**src/rtl/pipe_pkg.sv**
```systemverilog
// Shared pipeline types: the fetched (PC, instruction) pair used by the
// fetch queue, decode and the hazard unit.
package pipe_pkg;

    localparam int unsigned INSTR_W = 32;
    localparam int unsigned size    = 64;

    typedef struct packed {
        logic [size-1:0]    pc;
        logic [INSTR_W-1:0] instr;
    } fq_entry_t;

endpackage

```
**src/rtl/fetch_queue_if.sv**
```systemverilog
// Enqueue/dequeue handshake bundle between fetch, the fetch queue and decode.
// master: the fetch/decode side driving the queue; slave: the queue itself.
interface fetch_queue_if #(
    parameter int unsigned size  = 64,
    parameter int unsigned DEPTH = 4
);
    import pipe_pkg::*;

    logic                       enq_valid;
    logic                       enq_ready;
    logic [size-1:0]            enq_pc;
    logic [INSTR_W-1:0]         enq_instr;
    logic                       deq_valid;
    logic                       deq_ready;
    logic [size-1:0]            deq_pc;
    logic [INSTR_W-1:0]         deq_instr;
    logic [$clog2(DEPTH):0]     count;

    modport master (
        output enq_valid, enq_pc, enq_instr, deq_ready,
        input  enq_ready, deq_valid, deq_pc, deq_instr, count
    );

    modport slave (
        input  enq_valid, enq_pc, enq_instr, deq_ready,
        output enq_ready, deq_valid, deq_pc, deq_instr, count
    );

endinterface

```
**src/rtl/fetch_queue_wrap_counter.sv**
```systemverilog
// W-bit pointer that wraps naturally modulo 2**W; used for the queue
// read and write pointers.
module wrap_counter #(
    parameter int unsigned W = 2
) (
    input  logic         clk,
    input  logic         reset,
    input  logic         clear,
    input  logic         inc,
    output logic [W-1:0] value
);

    // Clear wins over increment; wrap comes for free from the W-bit width.
    always_ff @(posedge clk or posedge reset) begin
        if (reset)
            value <= '0;
        else if (clear)
            value <= '0;
        else if (inc)
            value <= value + 1'b1;
    end

endmodule

```
**src/rtl/fetch_queue.sv**
```systemverilog
// Instruction queue between fetch and decode. Buffers up to DEPTH
// (PC, instruction) pairs, is flushed on a taken branch, and exposes
// enq_ready as the fetch-stage enable. All outputs come from registered
// state only; there is no fall-through path from enqueue to dequeue.
module fetch_queue
    import pipe_pkg::*;
#(
    parameter int unsigned size  = 64,
    parameter int unsigned DEPTH = 4
) (
    input  logic clk,
    input  logic reset,
    input  logic flush,
    fetch_queue_if.slave q
);

    localparam int unsigned AW = $clog2(DEPTH);
    localparam int unsigned CW = AW + 1;
    localparam logic [CW-1:0] FULL = CW'(DEPTH);

    if (DEPTH < 2 || (DEPTH & (DEPTH - 1)) != 0) begin : g_depth_check
        $error("fetch_queue: DEPTH must be a power of two and >= 2");
    end

    logic [AW-1:0]      wr_ptr;
    logic [AW-1:0]      rd_ptr;
    logic [CW-1:0]      count_q;
    logic [size-1:0]    mem_pc    [DEPTH];
    logic [INSTR_W-1:0] mem_instr [DEPTH];
    logic               enq_ready;
    logic               deq_valid;
    logic               enq_fire;
    logic               deq_fire;

    assign enq_ready = (count_q != FULL);
    assign deq_valid = (count_q != '0);
    assign enq_fire  = q.enq_valid & enq_ready & ~flush;
    assign deq_fire  = q.deq_ready & deq_valid & ~flush;

    assign q.enq_ready = enq_ready;
    assign q.deq_valid = deq_valid;
    assign q.count     = count_q;
    assign q.deq_pc    = deq_valid ? mem_pc[rd_ptr]    : '0;
    assign q.deq_instr = deq_valid ? mem_instr[rd_ptr] : '0;

    wrap_counter #(.W(AW)) u_wr_ptr (
        .clk   (clk),
        .reset (reset),
        .clear (flush),
        .inc   (enq_fire),
        .value (wr_ptr)
    );

    wrap_counter #(.W(AW)) u_rd_ptr (
        .clk   (clk),
        .reset (reset),
        .clear (flush),
        .inc   (deq_fire),
        .value (rd_ptr)
    );

    // Occupancy: flush empties; simultaneous enqueue and dequeue cancel out.
    always_ff @(posedge clk or posedge reset) begin
        if (reset)
            count_q <= '0;
        else if (flush)
            count_q <= '0;
        else begin
            case ({enq_fire, deq_fire})
                2'b10:   count_q <= count_q + 1'b1;
                2'b01:   count_q <= count_q - 1'b1;
                default: count_q <= count_q;
            endcase
        end
    end

    // Entry storage: cleared on reset, untouched by flush, written on enqueue.
    always_ff @(posedge clk or posedge reset) begin
        if (reset) begin
            for (int unsigned i = 0; i < DEPTH; i++) begin
                mem_pc[i]    <= '0;
                mem_instr[i] <= '0;
            end
        end else if (enq_fire) begin
            mem_pc[wr_ptr]    <= q.enq_pc;
            mem_instr[wr_ptr] <= q.enq_instr;
        end
    end

endmodule

```
**src/flat_wrapper.sv**
```systemverilog
// flat-port wrapper written by rule: the top's interface ports become plain ports
module fetch_queue_flat import pipe_pkg::*;
#(
    parameter int unsigned size  = 64,
    parameter int unsigned DEPTH = 4
)
  (clk, reset, flush, q_enq_valid, q_enq_pc, q_enq_instr, q_deq_ready, q_enq_ready, q_deq_valid, q_deq_pc, q_deq_instr, q_count);
  fetch_queue_if #(.size(size), .DEPTH(DEPTH)) q_i ();
  input  logic clk;
  input  logic reset;
  input  logic flush;
  input wire logic [$bits(q_i.enq_valid)-1:0] q_enq_valid;
  input wire logic [$bits(q_i.enq_pc)-1:0] q_enq_pc;
  input wire logic [$bits(q_i.enq_instr)-1:0] q_enq_instr;
  input wire logic [$bits(q_i.deq_ready)-1:0] q_deq_ready;
  output wire logic [$bits(q_i.enq_ready)-1:0] q_enq_ready;
  output wire logic [$bits(q_i.deq_valid)-1:0] q_deq_valid;
  output wire logic [$bits(q_i.deq_pc)-1:0] q_deq_pc;
  output wire logic [$bits(q_i.deq_instr)-1:0] q_deq_instr;
  output wire logic [$bits(q_i.count)-1:0] q_count;
  assign q_i.enq_valid = q_enq_valid;
  assign q_i.enq_pc = q_enq_pc;
  assign q_i.enq_instr = q_enq_instr;
  assign q_i.deq_ready = q_deq_ready;
  assign q_enq_ready = q_i.enq_ready;
  assign q_deq_valid = q_i.deq_valid;
  assign q_deq_pc = q_i.deq_pc;
  assign q_deq_instr = q_i.deq_instr;
  assign q_count = q_i.count;
  fetch_queue #(.size(size), .DEPTH(DEPTH)) u_core (.clk(clk), .reset(reset), .flush(flush), .q(q_i));
endmodule
```
**config.mk**
```make
export PLATFORM = sky130hd
export DESIGN_NAME = fetch_queue_flat
export DESIGN_NICKNAME = d
export VERILOG_FILES = /design/src/rtl/pipe_pkg.sv /design/src/rtl/fetch_queue_if.sv /design/src/rtl/fetch_queue_wrap_counter.sv /design/src/rtl/fetch_queue.sv /design/src/flat_wrapper.sv
export SDC_FILE = /design/constraint.sdc
export NUM_CORES = 1
export LEC_CHECK = 0
export CORE_ASPECT_RATIO = 0.6
export CORE_MARGIN = 2
export CORE_UTILIZATION = 30
export CTS_CLUSTER_DIAMETER = 100
export CTS_CLUSTER_SIZE = 10
export DETAILED_ROUTE_END_ITERATION = 12
export PLACE_DENSITY = 0.59
export SLEW_MARGIN = 0
export SYNTH_ARGS = -nofsm -noshare
export SYNTH_HDL_FRONTEND = slang
export SYNTH_SLANG_ARGS = --single-unit
```
**constraint.sdc**
```tcl
create_clock -name clk -period 11.6 [get_ports clk]
set_input_delay 1.74 -clock clk [delete_from_list [all_inputs] [get_ports clk]]
set_output_delay 1.74 -clock clk [all_outputs]
set_load 0.005 [all_outputs]
```
After elaboration in Yosys (flattened, before gate mapping):

Cells that the tools add are included.

* bits in writable memories: 0
* bits of input ports: 101
* output and inout port bits: 101
* logic and storage cells: 53
* memories: 0
* bits in read-only memories: 0
* flip-flop bits (word level): 391
* bits in latches: 0

* div/mod/pow operators: 0
* reductions and logical operators: 5
* shift operators: 0
* eq/ne operators: 3
* muxes and demuxes: 20
* order comparisons: 3
* add/sub/neg operators: 4
* bitwise gates (word level): 7
* multiply operators: 0

Operators with widths (count)
* bitwise mux 256 bit: 1
* 2-to-1 mux 64 bit: 4
* binary-select mux 64 bit (select 2 bit): 1
* bitwise mux 128 bit: 1
* demux 64 bit (select 2 bit): 1
* 2-to-1 mux 32 bit: 4
* binary-select mux 32 bit (select 2 bit): 1
* demux 32 bit (select 2 bit): 1
* 2-to-1 mux 2 bit: 4
* >= comparator 3 bit, second input constant: 2
* NOT 2 -> 3 bit: 2
* case mux 3 bit (2 select lines): 1
* nonzero test 3 bit: 2
* adder 2 x 1 -> 2 bit, second input constant: 2
* bitwise AND 1 bit: 4
* nonzero test 2 bit: 2
* adder 3 x 1 -> 3 bit, second input constant: 1
* < comparator 3 x 1 -> 1 bit, second input constant: 1
* 2-to-1 mux 3 bit: 1
* != test 3 bit, second input constant: 1
* subtractor 3 x 1 -> 3 bit, second input constant: 1
* equality test 2 x 1 -> 1 bit, second input constant: 1
* equality test 2 bit, second input constant: 1
* logical AND 1 bit: 1
* NOT 1 bit: 1

Logic depth before layout (Yosys ltp):

Gate-level depths: netlist of run 1.

* depth after elaboration: 6
* depth in mapped cells: 10
* gate-level depth less buffers: 7

Modules after synthesis:

From an unflattened synthesis of run 1, not the netlist that was laid out.

* cell total of the unflattened synthesis: 1085
* area, all modules: 17689.5 µm²

By module, submodules not included
* fetch_queue: seq. area each 9684.3 µm², area an instance 17504.3 µm², instances 1, cells an instance 1069
* wrap_counter: seq. area each 50.0 µm², area an instance 92.6 µm², instances 2, cells an instance 8

Worst setup path after synthesis of run 1:

Ideal clock, no wire load.

* path type: register -> output
* from: reg u_core.u_rd_ptr.value[0]
* to: out q_deq_pc[45]
* path buffers: 3
* cell stages (with the launch flop): 6
* setup slack: 8058 ps
* data required time: 9860 ps
* data arrival time: 1802 ps
* path through: dfrtp_1 clkbuf_1 buf_2 buf_2 mux4_2 and2_1

* longest elaborated chain between the ends: 5

Ends and longest elaborated chain
* start: declaration: RTL line fetch_queue_wrap_counter.sv:10 `output logic [W-1:0] value`
* start signal: assignment: RTL line fetch_queue_wrap_counter.sv:20 `value <= value + 1'b1;`
* NOT 2 -> 3 bit (not written as such): RTL line fetch_queue.sv:43 `assign q.deq_pc = deq_valid ? mem_pc[rd_ptr] : '0;`
* binary-select mux 64 bit (select 2 bit): RTL line fetch_queue.sv:43
* 2-to-1 mux 64 bit (not written as such) (2 in series): RTL line fetch_queue.sv:43
* 2-to-1 mux 64 bit: RTL line fetch_queue.sv:43
* end: declaration: RTL line flat_wrapper.sv:18 `output wire logic [$bits(q_i.deq_pc)-1:0] q_deq_pc;`

No other way between the ends. The select of a mux whose other input is x is not followed.

Worst setup path in the final report of run 1:

* from: reg u_core.u_rd_ptr.value[1]
* to: out q_deq_instr[0]

* longest elaborated chain between the ends: 5

Ends and longest elaborated chain
* NOT 2 -> 3 bit (not written as such): RTL line fetch_queue.sv:44 `assign q.deq_instr = deq_valid ? mem_instr[rd_ptr] : '0;`
* binary-select mux 32 bit (select 2 bit): RTL line fetch_queue.sv:44
* 2-to-1 mux 32 bit (not written as such) (2 in series): RTL line fetch_queue.sv:44
* 2-to-1 mux 32 bit: RTL line fetch_queue.sv:44
* end: declaration: RTL line flat_wrapper.sv:19 `output wire logic [$bits(q_i.deq_instr)-1:0] q_deq_instr;`

No other way between the ends. The select of a mux whose other input is x is not followed.

==> results of run 1 <==
-- per-layer routing --
metal	up-vias	share of wire [%]	GRT usage [%]
met5	-	0.030	0
met4	2	1.9	3.584
met3	68	4.6	3.271
met2	169	45	20.76
met1	5432	48	19.56
li1	4362	-	-
-- placed cells by master, fill, tap and decap left out, drive strengths merged, types with 2 or more instances in the layout --
master           n
mux2           384
mux4            96
inv              4
and2            96
nor3b            2
clkdlybuf4s50  201
a21oi            4
buf             12
or3              2
xor2             3
dfrtp          391
diode            2
clkbuf          49
nand2           11
nand3            2
nor2             7
ha               4
-- power groups by stage --
stage | sequential, W | combinational [W] | clock (W)
2_1_floorplan | 0.00197 | 0.000883 | 0
3_3_place_gp | 0.00204 | 0.00115 | 0
3_5_place_dp | 0.00205 | 0.00118 | 0
4_1_cts | 0.00204 | 0.00118 | 0.00131
5_1_grt | 0.00210 | 0.00126 | 0.00136
6_report | 0.00204 | 0.00116 | 0.00126
-- metrics by stage --
stage                     cells  cell area, sq um  hold WS [ns]  total power, W  utilization [%]
final                      2116             22260        0.4980        0.004458            36.42
after global routing       2114             22260        0.5065        0.004714            36.41
after floorplan            1101             18610        0.4738        0.002854                -
after detailed placement   2063             21060        0.4879        0.003233            34.45
after global placement     2063             21060        0.4823        0.003191            34.45
after CTS                  2114             22260        0.5001        0.004533            36.41
-- critical path, stage by stage, from the launching register on --
cell and delay (ns):
dfrtp_4 0.94, buf_4 0.82, mux4_2 0.42, and2_1 0.18, clkdlybuf4s50_1 0.46
-- state kept, by name, summed over array words and instances, names as in the netlist --
register,flops
u_core.mem_pc,256
u_core.mem_instr,128
u_core.q.count,3
u_core.u_rd_ptr.value,2
u_core.u_wr_ptr.value,2
-- area by class of cell --
cell class                      count  area, sq um
Timing Repair Buffer              213         2115
Clock inverter                      2        17.52
Antenna cell                        2        5.005
Inverter                            3        15.01
Clock buffer                       49         1184
Multi-Input combinational cell    628         8100
Fill cell                        5796        38870
Sequential cell                   391         9792
Tap cell                          828         1036
-- worst paths after layout --
path,to,slack (ns)
setup reg to reg,u_core.mem_pc[175]$_DFFE_PP0P_,8.12
min in group asynchronous,u_core.mem_instr[60]$_DFFE_PP0P_,1.74
setup / recovery,q_deq_instr[0],6.37
hold / removal,u_core.mem_pc[67]$_DFFE_PP0P_,0.50
hold reg to reg,u_core.mem_pc[67]$_DFFE_PP0P_,0.50
max in group asynchronous,u_core.u_rd_ptr.value[0]$_DFFE_PP0P_,7.53
-- synthesized netlist by cell type (all sizes together), types with 2 or more instances --
master  count  area [sq um]
nand3       2         10.01
buf        57         634.3
xor2        3         26.28
ha          4         50.05
inv         3         11.26
mux4       96          2162
nand2      11         106.4
nor3b       2         15.01
dfrtp     391          9784
and2       96         600.6
mux2      384          4925
or3         2         12.51
a21oi       4         20.02
clkbuf     22         82.58
nor2        7         26.28
-- cell families after synthesis --
group	share of synthesized area, %
multiplexers	38.08
buffers and inverters	3.913
adder cells (fa/ha/maj)	0.3766
XOR/XNOR	0.1883
AND/OR/NAND/NOR	4.391
AO/OA/AOI/OAI	0.4641
flip-flops	52.58
==> impl_results.md, run 1 <==
- Status: finished, final reports clean
- Tot GR Track Use: 13.67%
- First-pass GRT wire length: 68.54 mm
- Worst-Margin Slew: 1.144 ns
- Post-Route WL: 42.82 mm
- Grt ovf: 0
- Post-CTS Hold Fix Bufs: 0
- Relative slew slack: 23.75%
- Worst Skew: about 0.015 ns
- Wire per inst: 20.23 um
- GPL Wtd Cong: a little over 0.7
- Core area: 61130 sq um
- Initial core utilization: 30.44%
- Pint: 0.003338 W
- Crit end category: primary output
- Root Buffer Master: clkbuf_16
- Clk Latency, worst-skew pair: 0.57 ns
- Share of layout cells above drive strength 1: 42.77%
- Seq/Total Area, Yosys: 52.58%
- Synth Register Bits: 391
- HP Class: reg2reg
- Final Max Tran Viols: 0
- Yosys warns: 0
- Die area: 64100 sq um
- Number of enable flip-flop cells after synthesis: 0
- Syn_area_per_cell: 16.90 sq um
- Cell Rows: 70
- Port bufs: 201
- Initial DRC count: 470
- Logic gate share of total power: a little over a quarter
- Synthesized netlist cell count: 1101
- Cell variety after synth: 38
- Drc violations: 0
- RSZ-0062 raised after global routing: no
- Crit Path Class: reg2out
- Total negative slack: 0 ns
- Vias: around 10k
- FFs w/ async S/R, synth: 100.0%
- # setup viols final: 0
- Lkg Pwr: 9.817 nW
- CTS Buf Count: 45
- Hold Vio Cnt, Final: 0
- Critical Path AT: 3.49 ns
- CP required: ~9.9 ns
- H-tree depth: 2
- Post-CTS Setup Bufs: 0
- Maxcap violations: 0
- Psw: 0.001120 W
- Nets@finish: 1388
- Main synth FF type: dfrtp_1
- Worst VDD drop: 93.78 uV
- Mapped Nets: 1207
- Max Fclk: 191.2 MHz
- Vias in the first global route: roughly 11k
- Largest net degree at the start of global routing: ~160
- DP HPWL: 24.50 mm
- Clk pwr share: 28.2%
- Post-CTS Resized: 0
- Worst Setup SP: u_core.u_rd_ptr.value[1]$_DFFE_PP0P_
- Crit path time final: approximately 5.2 ns
- Worst R2R Path Depth: 5
- Pre-CTS WS: 6.633 ns
- Vias per Instance: 4.741
- Ports: 202
- Min-delay src: u_core.mem_pc[67]$_DFFE_PP0P_
- Startpoint Class: flop
- Post-route ant nets: 0
- Tcrit/Tclk final: 45.10%
- Share of total power in sequential cells: 45.8%
- Power density cells: 200.2 nW/um^2
- R2R Path Start: u_core.q.count[0]$_DFFE_PP0P_
- DRT Pass-1 Iters: 4
- Worst hold path depth: 1
- Synth Cell Area: 18610 sq um
- Num Clock Sinks: 391
- TritonCTS clock tree: yes
- Die height: approximately 200 um
- Switch share: 25.12%
- CTS clk-pin slew, worst paths: 0.06 ns
- Die W: 325.5 um
- Initial antenna violation count: 2
- Synthesis-to-finish area growth: 19.65%
- CP Max Fanout: 52
- Clock Path Buffers: 3
- Final WS setup: about 6.4 ns
Power figures use the tool's default switching activity.
==> inputs of run 2 (changes only) <==
Settings changed: PLACE_DENSITY 0.59 to 0.58.
Clock period 11.6 ns to 5.4 ns, I/O delays scaled along.
==> impl_results.md, run 2 (same netlist as run 1, synthesis figures left out) <==
- Tcrit/Tclk final: 75.60%
- Tot GR Track Use: 13.46% (-0.21 points)
- Worst-Margin Slew: 1.098 ns (-0.04627 ns)
- Initial antenna violation count: 1 (-1)
- Die area: 64100 sq um (unchanged)
- Initial DRC count: 488 (+3.8%)
- Crit Path Class: reg2out
- RSZ-0062 raised after global routing: no
- Share of layout cells above drive strength 1: 42.96% (+0.19 points)
- R2R Path Start: u_core.q.count[0]$_DFFE_PP0P_
- Most common cell after layout, fill and taps aside: dfrtp_1
- Max Fclk: 245.0 MHz
- First-pass GRT wire length: 67.36 mm (-1.7%)
- Clk Latency, worst-skew pair: 0.57 ns (about the same)
- Critical Path AT: 3.27 ns (-0.22 ns)
- Synthesis-to-finish area growth: 20.15%
- Num Clock Sinks: 391 (unchanged)
- Cell Area, Placed: 21150 sq um (+0.42%)
- Post-Place Cells: 2068 (+0.24%)
- Reg2reg setup slack: 2.35 ns (-5.77 ns)
- Crit path time final: around 4.1 ns
- Crit end category: primary output
- Power density cells: 430.1 nW/um^2 (+110%)
- Die height: 196.9 um (unchanged)
- TritonCTS clock tree: yes
- GPL Wtd Cong: 0.7135 (-0.45%)
- CP required: 4.59 ns (-5.27 ns)
- Lkg Pwr: 9.860 nW (+0.44%)
- CP Max Fanout: 30 (-42%)
- Worst Skew: 0.01495 ns (+0.0002427 ns)
- Vias in the first global route: 11.16k (-0.86%)
- Worst hold path depth: 1 (unchanged)
- CTS clk-pin slew, worst paths: 0.06 ns (about the same)
- Final WS setup: 1.318 ns (-5.051 ns)
- Grt ovf: 0 (unchanged)
- Vias: 9958 (-0.75%)
- Hold Vio Cnt, Final: 0 (unchanged)
- Core area: 61130 sq um (unchanged)
- DP HPWL: 24.47 mm (-0.11%)
- Worst Setup SP: u_core.u_rd_ptr.value[0]$_DFFE_PP0P_
- Post-CTS Resized: 0 (unchanged)
- Final Max Tran Viols: 0 (unchanged)
- Pre-CTS WS: 1.563 ns (-5.070 ns)
- Relative slew slack: 26.83% (+3.1 points)
- HP Class: reg2reg
- Die W: 325.5 um (unchanged)
- Drc violations: 0 (unchanged)
- Status: finished, final reports clean
- Largest net degree at the start of global routing: 131 (-15%)
- Worst R2R Path Depth: 5 (unchanged)
- Post-Route WL: 42.50 mm (-0.75%)
- Maxcap violations: 0 (unchanged)
- Root Buffer Master: clkbuf_16
- Core Util, Final: 36.57% (+0.15 points)
- DRT Pass-1 Iters: 4 (unchanged)
- Nets@finish: 1393 (+0.36%)
- Port bufs: 201 (unchanged)
- Post-route ant nets: 0 (unchanged)
- Post-CTS Hold Fix Bufs: 0 (unchanged)
- Most frequent cells in the layout: dfrtp_1, mux2_2, clkdlybuf4s50_1
- Ports: 202 (unchanged)
- Initial core utilization: 30.44% (unchanged)
- Final Non-Filler Cells: 2123 (+0.33%)
- # setup viols final: 0 (unchanged)
- CTS Buf Count: 45 (unchanged)
- Sequential cell area: 9792 sq um (unchanged)
- Final Cell Area: 22360 sq um (+0.42%)
- CP endpoint: q_deq_instr[14]
- Total Power: 0.009617 W (+120%)
- Worst VDD drop: 197.8 uV (+110%)
- Largest register by flop count: u_core.mem_pc
- Post-CTS Setup Bufs: 0 (unchanged)
- Startpoint Class: flop
- Critical R2R Capture: u_core.mem_instr[29]$_DFFE_PP0P_
- Multi-input logic area: 8100 sq um (unchanged)
- H-tree depth: 2 (unchanged)
- Fillers: 5811 (+0.26%)
- Cell Rows: 70 (unchanged)
- Max reg flops: 256 (unchanged)
- Clock Path Buffers: 3 (unchanged)
- Wire per inst: 20.02 um (-1.1%)
- Vias per Instance: 4.691 (-1.1%)
-- run 2: changes by cell type in the layout (fill, tap and decap cells not counted), sizes merged --
cell	delta
buf	+5
clkbuf	+1
diode	+1
-- run 2: worst min-delay path by stage --
stage / from / endpoint / slack (ns)
after floorplan: u_core.mem_instr[32]$_DFFE_PP0P_ / u_core.mem_instr[32]$_DFFE_PP0P_ / 0.47
final: u_core.mem_pc[121]$_DFFE_PP0P_ / u_core.mem_pc[121]$_DFFE_PP0P_ / 0.50
after global placement: u_core.mem_instr[3]$_DFFE_PP0P_ / u_core.mem_instr[3]$_DFFE_PP0P_ / 0.48
after global routing: u_core.mem_instr[3]$_DFFE_PP0P_ / u_core.mem_instr[3]$_DFFE_PP0P_ / 0.51
after detailed placement: u_core.mem_pc[88]$_DFFE_PP0P_ / u_core.mem_pc[88]$_DFFE_PP0P_ / 0.49
after CTS: u_core.mem_instr[59]$_DFFE_PP0P_ / u_core.mem_instr[59]$_DFFE_PP0P_ / 0.50
-- run 2: cell type report --
cell class | count | area share, %
inverters | 3 | 0.06716
repair buffers | 218 | 9.849
well taps | 828 | 4.634
clock inverters | 2 | 0.07835
diodes | 3 | 0.03358
clock buffers | 50 | 5.311
multi-input cells | 628 | 36.23
flip-flops and latches | 391 | 43.80
-- run 2: power breakdown --
part | switching [W] | internal, W
logic | 0.000752 | 0.00177
clock network | 0.00117 | 0.00153
registers | 0.000506 | 0.00388
total | 0.00243 | 0.00719
-- run 2: stage by stage --
step | setup TNS [ns] | hold WS (ns)
global route | 0 | 0.5098
global placement | 0 | 0.4808
CTS | 0 | 0.4999
detailed placement | 0 | 0.4873
finish | 0 | 0.4990
floorplan | -261.92 | 0.4738
-- run 2: layer usage --
metal	GRT usage [%]	vias up	wire, um
met5	0	-	0
met4	3.448	0	694
met3	2.989	55	1925
met2	21.18	171	19640
met1	18.82	5348	20240
li1	-	4384	-
-- run 2: critical path, cell delays in order, from the launching register on --
cell and delay [ns]:
dfrtp_4 0.89, buf_4 0.55, mux4_2 0.58, and2_1 0.19
clkdlybuf4s50_1 0.45
==> inputs of run 3 (changes only) <==
Settings changed: PLACE_DENSITY 0.58 to 0.59.
Clock period 5.4 ns to 3.5 ns, I/O delays scaled along.
==> impl_results.md, run 3 (same netlist as run 1, synthesis figures left out) <==
- Lkg Pwr: 10.04 nW (+1.8%)
- Post-route ant nets: 0 (unchanged)
- Power density cells: 652.2 nW/um^2 (+52%)
- Synthesis-to-finish area growth: 22.10%
- Wire per inst: 20.24 um (+1.1%)
- Crit end category: primary output
- Ports: 202 (unchanged)
- Crit path time final: 3.283 ns
- Most frequent cells in the layout: dfrtp_1, mux2_2, clkdlybuf4s50_1
- Core area: 61130 sq um (unchanged)
- Grt ovf: 0 (unchanged)
- DRT Pass-1 Iters: 4 (unchanged)
- H-tree depth: 2 (unchanged)
- Initial core utilization: 30.44% (unchanged)
- Largest register by flop count: u_core.mem_pc
- DP HPWL: 26.93 mm (+10%)
- Max reg flops: 256 (unchanged)
- CP Max Fanout: 56 (+87%)
- Clock Path Buffers: 3 (unchanged)
- Fillers: 5771 (-0.69%)
- Post-CTS Hold Fix Bufs: 0 (unchanged)
- Post-Place Cells: 2091 (+1.1%)
- Worst Setup SP: u_core.u_rd_ptr.value[0]$_DFFE_PP0P_
- Critical Path AT: 2.76 ns (-0.51 ns)
- First-pass GRT wire length: 68.52 mm (+1.7%)
- GPL Wtd Cong: 0.7001 (-1.9%)
- Final WS setup: 0.2171 ns (-1.100 ns)
- Tot GR Track Use: 13.77% (+0.31 points)
- Share of layout cells above drive strength 1: 43.99% (+1.0 points)
- Pre-CTS WS: 0.6615 ns (-0.9015 ns)
- Post-CTS Setup Bufs: 0 (unchanged)
- Crit-path cells: buf_12, mux4_2, and2_1, clkdlybuf4s50_1
- Clk Latency, worst-skew pair: 0.60 ns (+0.03 ns)
- R2R Path Start: u_core.q.count[0]$_DFFE_PP0P_
- Worst R2R Path Depth: 7 (+2)
- Critical R2R Capture: u_core.q.count[2]$_DFFE_PP0P_
- Vias in the first global route: 11.24k (+0.77%)
- Largest net degree at the start of global routing: 93 (-29%)
- Maxcap violations: 0 (unchanged)
- CTS Buf Count: 45 (unchanged)
- Tcrit/Tclk final: a little over nine tenths
- Final Max Tran Viols: 0 (unchanged)
- Die area: 64100 sq um (unchanged)
- Status: finished, final reports clean
- Most common cell after layout, fill and taps aside: dfrtp_1
- Worst-Margin Slew: 0.7337 ns (-0.3639 ns)
- Post-CTS Resized: 0 (unchanged)
- Worst VDD drop: 275.0 uV (+39%)
- Total negative slack: 0 ns (unchanged)
- Initial DRC count: 488 (unchanged)
- Vias: 10.05k (+0.93%)
- Slowest-stage cell, CP: mux4_2
- Drc violations: 0 (unchanged)
- Max Fclk: 304.6 MHz
- CTS clk-pin slew, worst paths: 0.07 ns (about the same)
- Cell Rows: 70 (unchanged)
- TritonCTS clock tree: yes
- Die W: 325.5 um (unchanged)
- Vias per Instance: 4.688 (about the same)
- Num Clock Sinks: 391 (unchanged)
- HP Class: in2async
- Relative slew slack: 50.99% (+24 points)
- Initial antenna violation count: 3 (+2)
- Crit Path Class: reg2out
- CP endpoint: q_deq_pc[3]
- Die height: 196.9 um (unchanged)
- Root Buffer Master: clkbuf_16
- Port bufs: 201 (unchanged)
- Worst Skew: 0.03472 ns (+0.01978 ns)
- # setup viols final: 0 (unchanged)
- Final Non-Filler Cells: 2144 (+0.99%)
- Nets@finish: 1416 (+1.7%)
- Post-Route WL: 43.40 mm (+2.1%)
- Reg2reg setup slack: 0.75 ns (-1.60 ns)
- Startpoint Class: flop
- RSZ-0062 raised after global routing: no
- Hold Vio Cnt, Final: 0 (unchanged)
- Max stage delay on crit path: 0.59 ns (-0.30 ns)
- CP required: 2.97 ns (-1.62 ns)
- Worst Hold Slack: 0.4259 ns (-0.07306 ns)
## run 3: changes by cell type in the layout (fill, tap and decap cells not counted), sizes merged
cell / delta
clkinv: +2
buf: +23
diode: -1
clkbuf: -3
## run 3: stage by stage
| step | instance area (sq um) | util, % | total power (W) |
|---|---|---|---|
| 6_report | 22720 | 37.16 | 0.01482 |
| 3_3_place_gp | 21530 | 35.22 | 0.01065 |
| 2_1_floorplan | 18610 | - | 0.009459 |
| 4_1_cts | 22710 | 37.16 | 0.01506 |
| 3_5_place_dp | 21530 | 35.22 | 0.01079 |
| 5_1_grt | 22710 | 37.16 | 0.01568 |
## run 3: cell type report
type | count | area (sq um) | area share, %
Sequential cell | 391 | 9792 | 43.10
Multi-Input combinational cell | 628 | 8100 | 35.65
Timing Repair Buffer | 241 | 2587 | 11.39
Clock buffer | 47 | 1134 | 4.990
Tap cell | 828 | 1036 | 4.560
Clock inverter | 4 | 50.05 | 0.2203
Inverter | 3 | 15.01 | 0.06609
Antenna cell | 2 | 5.005 | 0.02203
## run 3: worst min-delay path by stage
stage	from	endpoint	slack [ns]	cells after the start
4_1_cts	reset	u_core.mem_pc[16]$_DFFE_PP0P_	0.40	2
3_3_place_gp	u_core.mem_instr[2]$_DFFE_PP0P_	u_core.mem_instr[2]$_DFFE_PP0P_	0.48	1
5_1_grt	reset	u_core.mem_instr[61]$_DFFE_PP0P_	0.44	2
3_5_place_dp	u_core.mem_instr[32]$_DFFE_PP0P_	u_core.mem_instr[32]$_DFFE_PP0P_	0.49	1
6_report	reset	u_core.mem_instr[61]$_DFFE_PP0P_	0.43	2
2_1_floorplan	u_core.mem_instr[32]$_DFFE_PP0P_	u_core.mem_instr[32]$_DFFE_PP0P_	0.47	1
## run 3: where the power goes
| group | switching [W] | internal (W) | total, W |
|---|---|---|---|
| sequential | 0.000759 | 0.00599 | 0.00675 |
| clock | 0.00184 | 0.00228 | 0.00412 |
| combinational | 0.00118 | 0.00277 | 0.00394 |
| total | 0.00378 | 0.0110 | 0.0148 |
## run 3: worst max-delay path, delay by kind of cell, from the launching register on
family | cells | cell delay, ns
buf+inv | 2 | 0.90
simple gates | 1 | 0.19
mux | 1 | 0.59
flops | 1 | 0.44
## run 3: per-layer routing
metal,global-route usage (%),share of wire (%),vias to the layer above
li1,-,-,4421
met3,3.341,4.8,56
met1,19.60,48,5407
met5,0,0.025,-
met4,3.943,2.1,2
met2,20.84,45,165
==> patch 1: new RTL, flow settings as in run 1 <==
`size` is set to 64 in 4 places; all go to 128.
--- a/src/rtl/pipe_pkg.sv
+++ b/src/rtl/pipe_pkg.sv
@@ -3,7 +3,7 @@
 package pipe_pkg;
 
     localparam int unsigned INSTR_W = 32;
-    localparam int unsigned size    = 64;
+    localparam int unsigned size    = 128;
 
     typedef struct packed {
         logic [size-1:0]    pc;
--- a/src/rtl/fetch_queue_if.sv
+++ b/src/rtl/fetch_queue_if.sv
@@ -1,7 +1,7 @@
 // Enqueue/dequeue handshake bundle between fetch, the fetch queue and decode.
 // master: the fetch/decode side driving the queue; slave: the queue itself.
 interface fetch_queue_if #(
-    parameter int unsigned size  = 64,
+    parameter int unsigned size  = 128,
     parameter int unsigned DEPTH = 4
 );
     import pipe_pkg::*;
--- a/src/rtl/fetch_queue.sv
+++ b/src/rtl/fetch_queue.sv
@@ -5,7 +5,7 @@
 module fetch_queue
     import pipe_pkg::*;
 #(
-    parameter int unsigned size  = 64,
+    parameter int unsigned size  = 128,
     parameter int unsigned DEPTH = 4
 ) (
     input  logic clk,
--- a/src/flat_wrapper.sv
+++ b/src/flat_wrapper.sv
@@ -1,7 +1,7 @@
 // flat-port wrapper written by rule: the top's interface ports become plain ports
 module fetch_queue_flat import pipe_pkg::*;
 #(
-    parameter int unsigned size  = 64,
+    parameter int unsigned size  = 128,
     parameter int unsigned DEPTH = 4
 )
   (clk, reset, flush, q_enq_valid, q_enq_pc, q_enq_instr, q_deq_ready, q_enq_ready, q_deq_valid, q_deq_pc, q_deq_instr, q_count);
Interface: changed (resized q_deq_pc and q_enq_pc); port bits go from 202 to 330. No check against the original RTL was run, so the function may have changed too.
==> patch 1 against run 1 <==
Combinational power is 78% higher. First-iteration DRC count is 74% higher. Count of clock-buffer cells in the layout up 28. Synthesized area increased by 68%. Power grew 70%. Sequential power rose by 67%. Cell area is 67% higher. Critical path depth unchanged. Global-route usage is 0.73 points higher. Worst setup slack got worse by 230 ps. Routed wire length rose by 79%. Sequential cell count grew 256. Maximum frequency fell by 4.3%. Largest power group unchanged. Highest routed layer unchanged.
==> patch 1: results (changes against run 1) <==
* outcome: finished clean
* top fanout value on the critical path: 101, +94%
* placer congestion estimate: 0.704, -1.7%
* vias in the first global route: 19100, +70%
* maximum number of pins on one net before global-route repair: 167, +7.7%
* commonest cells in the netlist: 647 x dfrtp_1, 400 x mux2_4, 240 x mux2_2
* total routing usage reported by global routing: 14.4%, +0.73 points
* clock tree skew after final layout: 22.4 ps, +7.74 ps
* fill cell total of the finished layout: 9606, +66%
* Setup Slack @ Placement: 6350 ps, -284 ps
* drt pass-1 iters: 4, unchanged
* via total after detailed routing: 16600, +66%
* FFs w/ async S/R, synth: 100%, unchanged
* global-route wire length before repair: 119 mm, +73%
* # resized after CTS: 0, unchanged
* CTS HTree Levels: 3, +1
* EDFF count, synth: 0, unchanged
* Unique masters post-synth: 38, unchanged
* worst vdd rail ir drop: 0.0957 mV, +2.1%
* sequential-to-total area share from yosys stat: 51.8%, -0.75 points
* critical path data arrival time: 3730 ps, +240 ps
* leakage component of the power: 16.8 nW, +71%
* Slew @ Worst Pin: 1160 ps, +15.7 ps
* post-synth top area share: 51.8%, -0.75 points
* Storage cell area: 16200 sq um, +65%
* Post-Synthesis Net Count: 1960, +62%
* flip-flop count of the largest register after layout: 512, +100%
* Port Buffers: 329, +64%
* clock buffer count from CTS: 74, +64%
* most area-consuming cells after synthesis: dfrtp_1 52%, mux2_4 19%, mux4_2 12%
* fraction of layout cells with a size suffix above 1: 43.5%, +0.69 points
* clock network latency to the later pin of the worst-skew pair: 640 ps, +70 ps
* number of antenna violations at the first check in global routing: 11, +9
* Post-layout nets: 2256, +63%
* HPWL reported at the end of detailed placement: 44.8 mm, +83%
* First DRT Iteration DRCs: 818, +74%
* Post-CTS Setup Bufs: 0, unchanged
* final wirelength: 76.6 mm, +79%
## patch 1: changes by cell type after synthesis, sizes merged
cell / before / now
and2: 96 / 160
buf: 57 / 91
clkbuf: 22 / 37
dfrtp: 391 / 647
mux2: 384 / 640
mux4: 96 / 160
## patch 1: critical path: stages (launching register included)
cell and delay [ps]:
dfrtp_4 920, buf_12 780, mux4_2 590, and2_1 250
clkdlybuf4s50_1 480
## patch 1: layout make-up
type / count / share of cell area (%)
antenna: 3 / 0.0202
multi-input combinational: 1012 / 36.9
clock buffer: 77 / 5.07
timing repair buffer: 348 / 9.38
inverter: 3 / 0.0404
clock inverter: 7 / 0.323
sequential: 647 / 43.6
tap: 1395 / 4.69
## patch 1: cell families after synthesis
kind of cell | Yosys count | synth area share [%]
buf+inv | 131 | 4.24
mux | 800 | 39.4
xor+xnor | 4 | 0.112
simple gates | 190 | 3.90
fa+ha+maj | 5 | 0.224
compound gates | 13 | 0.276
flops | 647 | 51.8
## patch 1: final timing paths
check / end / startpoint / cells past startpoint / slack (ps)
worst min register to register: u_core.mem_instr[44] / u_core.mem_instr[44] / 1 / 500
worst max register to register: u_core.mem_pc[248] / u_core.q.count[0] / 5 / 7860
worst max-delay path: q_deq_pc[65] / u_core.u_rd_ptr.value[0] / 4 / 6130
max in group asynchronous: u_core.mem_instr[107] / reset / 4 / 7550
worst min-delay path: u_core.mem_instr[44] / u_core.mem_instr[44] / 1 / 500
min in group asynchronous: u_core.mem_pc[316] / reset / 2 / 1560
## patch 1: layer usage
| layer | share of wire [%] | GRT usage (%) |
|---|---|---|
| met3 | 4.3 | 3.59 |
| met5 | 0.14 | 0 |
| met1 | 45 | 19.2 |
| met2 | 49 | 23.3 |
| met4 | 1.9 | 3.77 |
## patch 1: stage by stage
stage | cells | util, % | instance area [sq um]
6_report | 3492 | 36.1 | 37200
5_1_grt | 3491 | 36.1 | 37200
4_1_cts | 3489 | 36.1 | 37200
3_5_place_dp | 3405 | 34.2 | 35200
3_3_place_gp | 3405 | 34.2 | 35200
2_1_floorplan | 1790 | - | 31200
## patch 1: report_power, final
group	internal, W	leakage (nW)	switching (W)	total [W]
Clock	0.00116	0.983	0.000942	0.00210
Combinational	0.00145	7.71	0.000613	0.00206
Sequential	0.00299	8.10	0.000412	0.00341
Total	0.00560	16.8	0.00197	0.00757
==> patch 2: new RTL, flow settings as in run 1 <==
Made on the original files. Make the reset (`reset`) synchronous in 3 clocked blocks.
--- a/src/rtl/fetch_queue_wrap_counter.sv
+++ b/src/rtl/fetch_queue_wrap_counter.sv
@@ -11,7 +11,7 @@
 );
 
     // Clear wins over increment; wrap comes for free from the W-bit width.
-    always_ff @(posedge clk or posedge reset) begin
+    always_ff @(posedge clk) begin
         if (reset)
             value <= '0;
         else if (clear)
--- a/src/rtl/fetch_queue.sv
+++ b/src/rtl/fetch_queue.sv
@@ -60,7 +60,7 @@
     );
 
     // Occupancy: flush empties; simultaneous enqueue and dequeue cancel out.
-    always_ff @(posedge clk or posedge reset) begin
+    always_ff @(posedge clk) begin
         if (reset)
             count_q <= '0;
         else if (flush)
@@ -75,7 +75,7 @@
     end
 
     // Entry storage: cleared on reset, untouched by flush, written on enqueue.
-    always_ff @(posedge clk or posedge reset) begin
+    always_ff @(posedge clk) begin
         if (reset) begin
             for (int unsigned i = 0; i < DEPTH; i++) begin
                 mem_pc[i]    <= '0;
Function: differs if reset is asserted again (counterexample within 4 cycles, from zero or initial values and one cycle with reset high); with reset held inactive, the same outputs for 4 cycles.
==> patch 2 against run 1 <==
Critical path depth rose by 1. Worst setup slack worse by 570 ps. Routed wire length is 3.5% higher. Cell area fell by 2.8%. Non-clock buffer count increased by 3. Sequential cell count up 2. Hold slack improved by 42 ps. Synthesized area shrank 4.5%. Largest cell class unchanged. Highest routed layer is now met4.
Power is not compared: it rests on default switching activity, and its combinational part moved more than twofold at a synthesized area within 25%.
==> patch 2: results (changes against run 1) <==
* Largest stage delay, worst path: 730 ps, -210 ps
* maximum number of pins on one net before global-route repair: 132, -15%
* clock network latency to the later pin of the worst-skew pair: 550 ps, -20 ps
* top fanout value on the critical path: 38, -27%
* met3 usage in global routing: 2.67%, -0.61 points
* post-synthesis compound-gate area fraction: 0.437%, -0.027 points
* sequential-to-total area share from yosys stat: 65.9%, +13 points
* reg-to-reg startpoint: u_core.u_wr_ptr.value[0]
* Post-Synthesis Net Count: 1223, +1.3%
* minimum setup slack among reg-to-reg paths: 8420 ps, +300 ps
* final wirelength: 44.3 mm, +3.5%
* total routing usage reported by global routing: 14.3%, +0.68 points
* adder-cell area share of the yosys netlist: 0.183%, -0.19 points
* clock tree skew after final layout: 10.6 ps, -4.08 ps
* commonest cells in the netlist: 384 x edfxtp_1, 288 x and3_1, 192 x and2_1
* Critical path destination: q_deq_pc[40]
* drt pass-1 iters: 5, +1
* area share of xor/xnor cells in the synthesized design: 0.197%, +0.0089 points
* placer congestion estimate: 0.711, -0.81%
* M1 GR Usage: 19.9%, +0.30 points
* outcome: finished clean
* First DRT Iteration DRCs: 741, +58%
* critical path data arrival time: 4060 ps, +570 ps
* mux contribution to synthesized area: 12.5%, -26 points
* critical path's slowest cell: buf_4
* reg-to-reg critical path endpoint: u_core.mem_pc[1][46]
* Vias per Instance: 4.89, +3.1%
* normalized max-slew margin: 25.3%, +1.5 points
* fraction of layout cells with a size suffix above 1: 12.1%, -31 points
* vias in the first global route: 10500, -6.9%
* number of antenna violations at the first check in global routing: 1, -1
[patch 2: changes by cell type after synthesis, moves of 7 or more]
| cell | run 1 | this run |
|---|---|---|
| mux4_1 | 0 | 16 |
| clkbuf_1 | 22 | 47 |
| dfxtp_1 | 0 | 9 |
| mux2_2 | 224 | 0 |
| edfxtp_1 | 0 | 384 |
| mux2_4 | 160 | 0 |
| dfrtp_1 | 391 | 0 |
| nand2_1 | 7 | 0 |
| buf_12 | 20 | 1 |
| and3_1 | 0 | 288 |
| mux4_2 | 96 | 80 |
| buf_4 | 20 | 2 |
| clkbuf_2 | 0 | 37 |
| and2_1 | 96 | 192 |
[patch 2: per-layer routing]
layer  share of wire, %  wire length [um]
met1                 46             20300
met2                 48             21500
met3                4.2              1870
met4                1.5               674
met5                  0                 0
[patch 2: stage by stage]
step | utilization, % | cells | worst slack [ps]
5_1_grt | 36.8 | 2078 | 5390
2_1_floorplan | - | 1120 | 6930
3_5_place_dp | 34.6 | 2011 | 6200
6_report | 36.8 | 2079 | 5800
4_1_cts | 36.8 | 2078 | 5580
3_3_place_gp | 34.6 | 2011 | 6240
[patch 2: how the worst min path moves through the flow]
stage,to,slack [ps],cells past startpoint,from
floorplan,u_core.u_wr_ptr.value[1],480,2,u_core.u_wr_ptr.value[1]
global route,u_core.u_rd_ptr.value[0],560,2,u_core.u_rd_ptr.value[0]
detailed placement,u_core.u_rd_ptr.value[0],520,2,u_core.u_rd_ptr.value[0]
CTS,u_core.u_rd_ptr.value[0],540,2,u_core.u_rd_ptr.value[0]
finish,u_core.u_rd_ptr.value[0],540,2,u_core.u_rd_ptr.value[0]
global placement,u_core.u_rd_ptr.value[0],520,2,u_core.u_rd_ptr.value[0]
[patch 2: tightest hold or removal path, stage by stage (launching register included)]
cell and delay (ps):
dfxtp_1 340, xor2_1 90, nor2_1 70
[patch 2: cells by family after synthesis]
logic type / after synthesis
AND/OR/NAND/NOR: 501
flip-flops: 393
buffers and inverters: 112
multiplexers: 96
AO/OA/AOI/OAI: 12
XOR/XNOR: 4
adder cells (fa/ha/maj): 2
[patch 2: layout make-up]
type                            count  area share [%]
Clock buffer                       65            5.74
Antenna cell                        1          0.0116
Clock inverter                      2          0.0809
Sequential cell                   393            54.1
Timing Repair Buffer              216            9.81
Multi-Input combinational cell    615            25.6
Inverter                            6           0.104
Tap cell                          781            4.51
[patch 2: where the power goes]
part / internal (W) / total [W] / switching, W / leakage (nW)
Combinational: 0.0000923 / 0.000198 / 0.000106 / 3.79
Sequential: 0.00163 / 0.00164 / 0.0000175 / 4.07
Clock: 0.000734 / 0.00129 / 0.000551 / 0.610
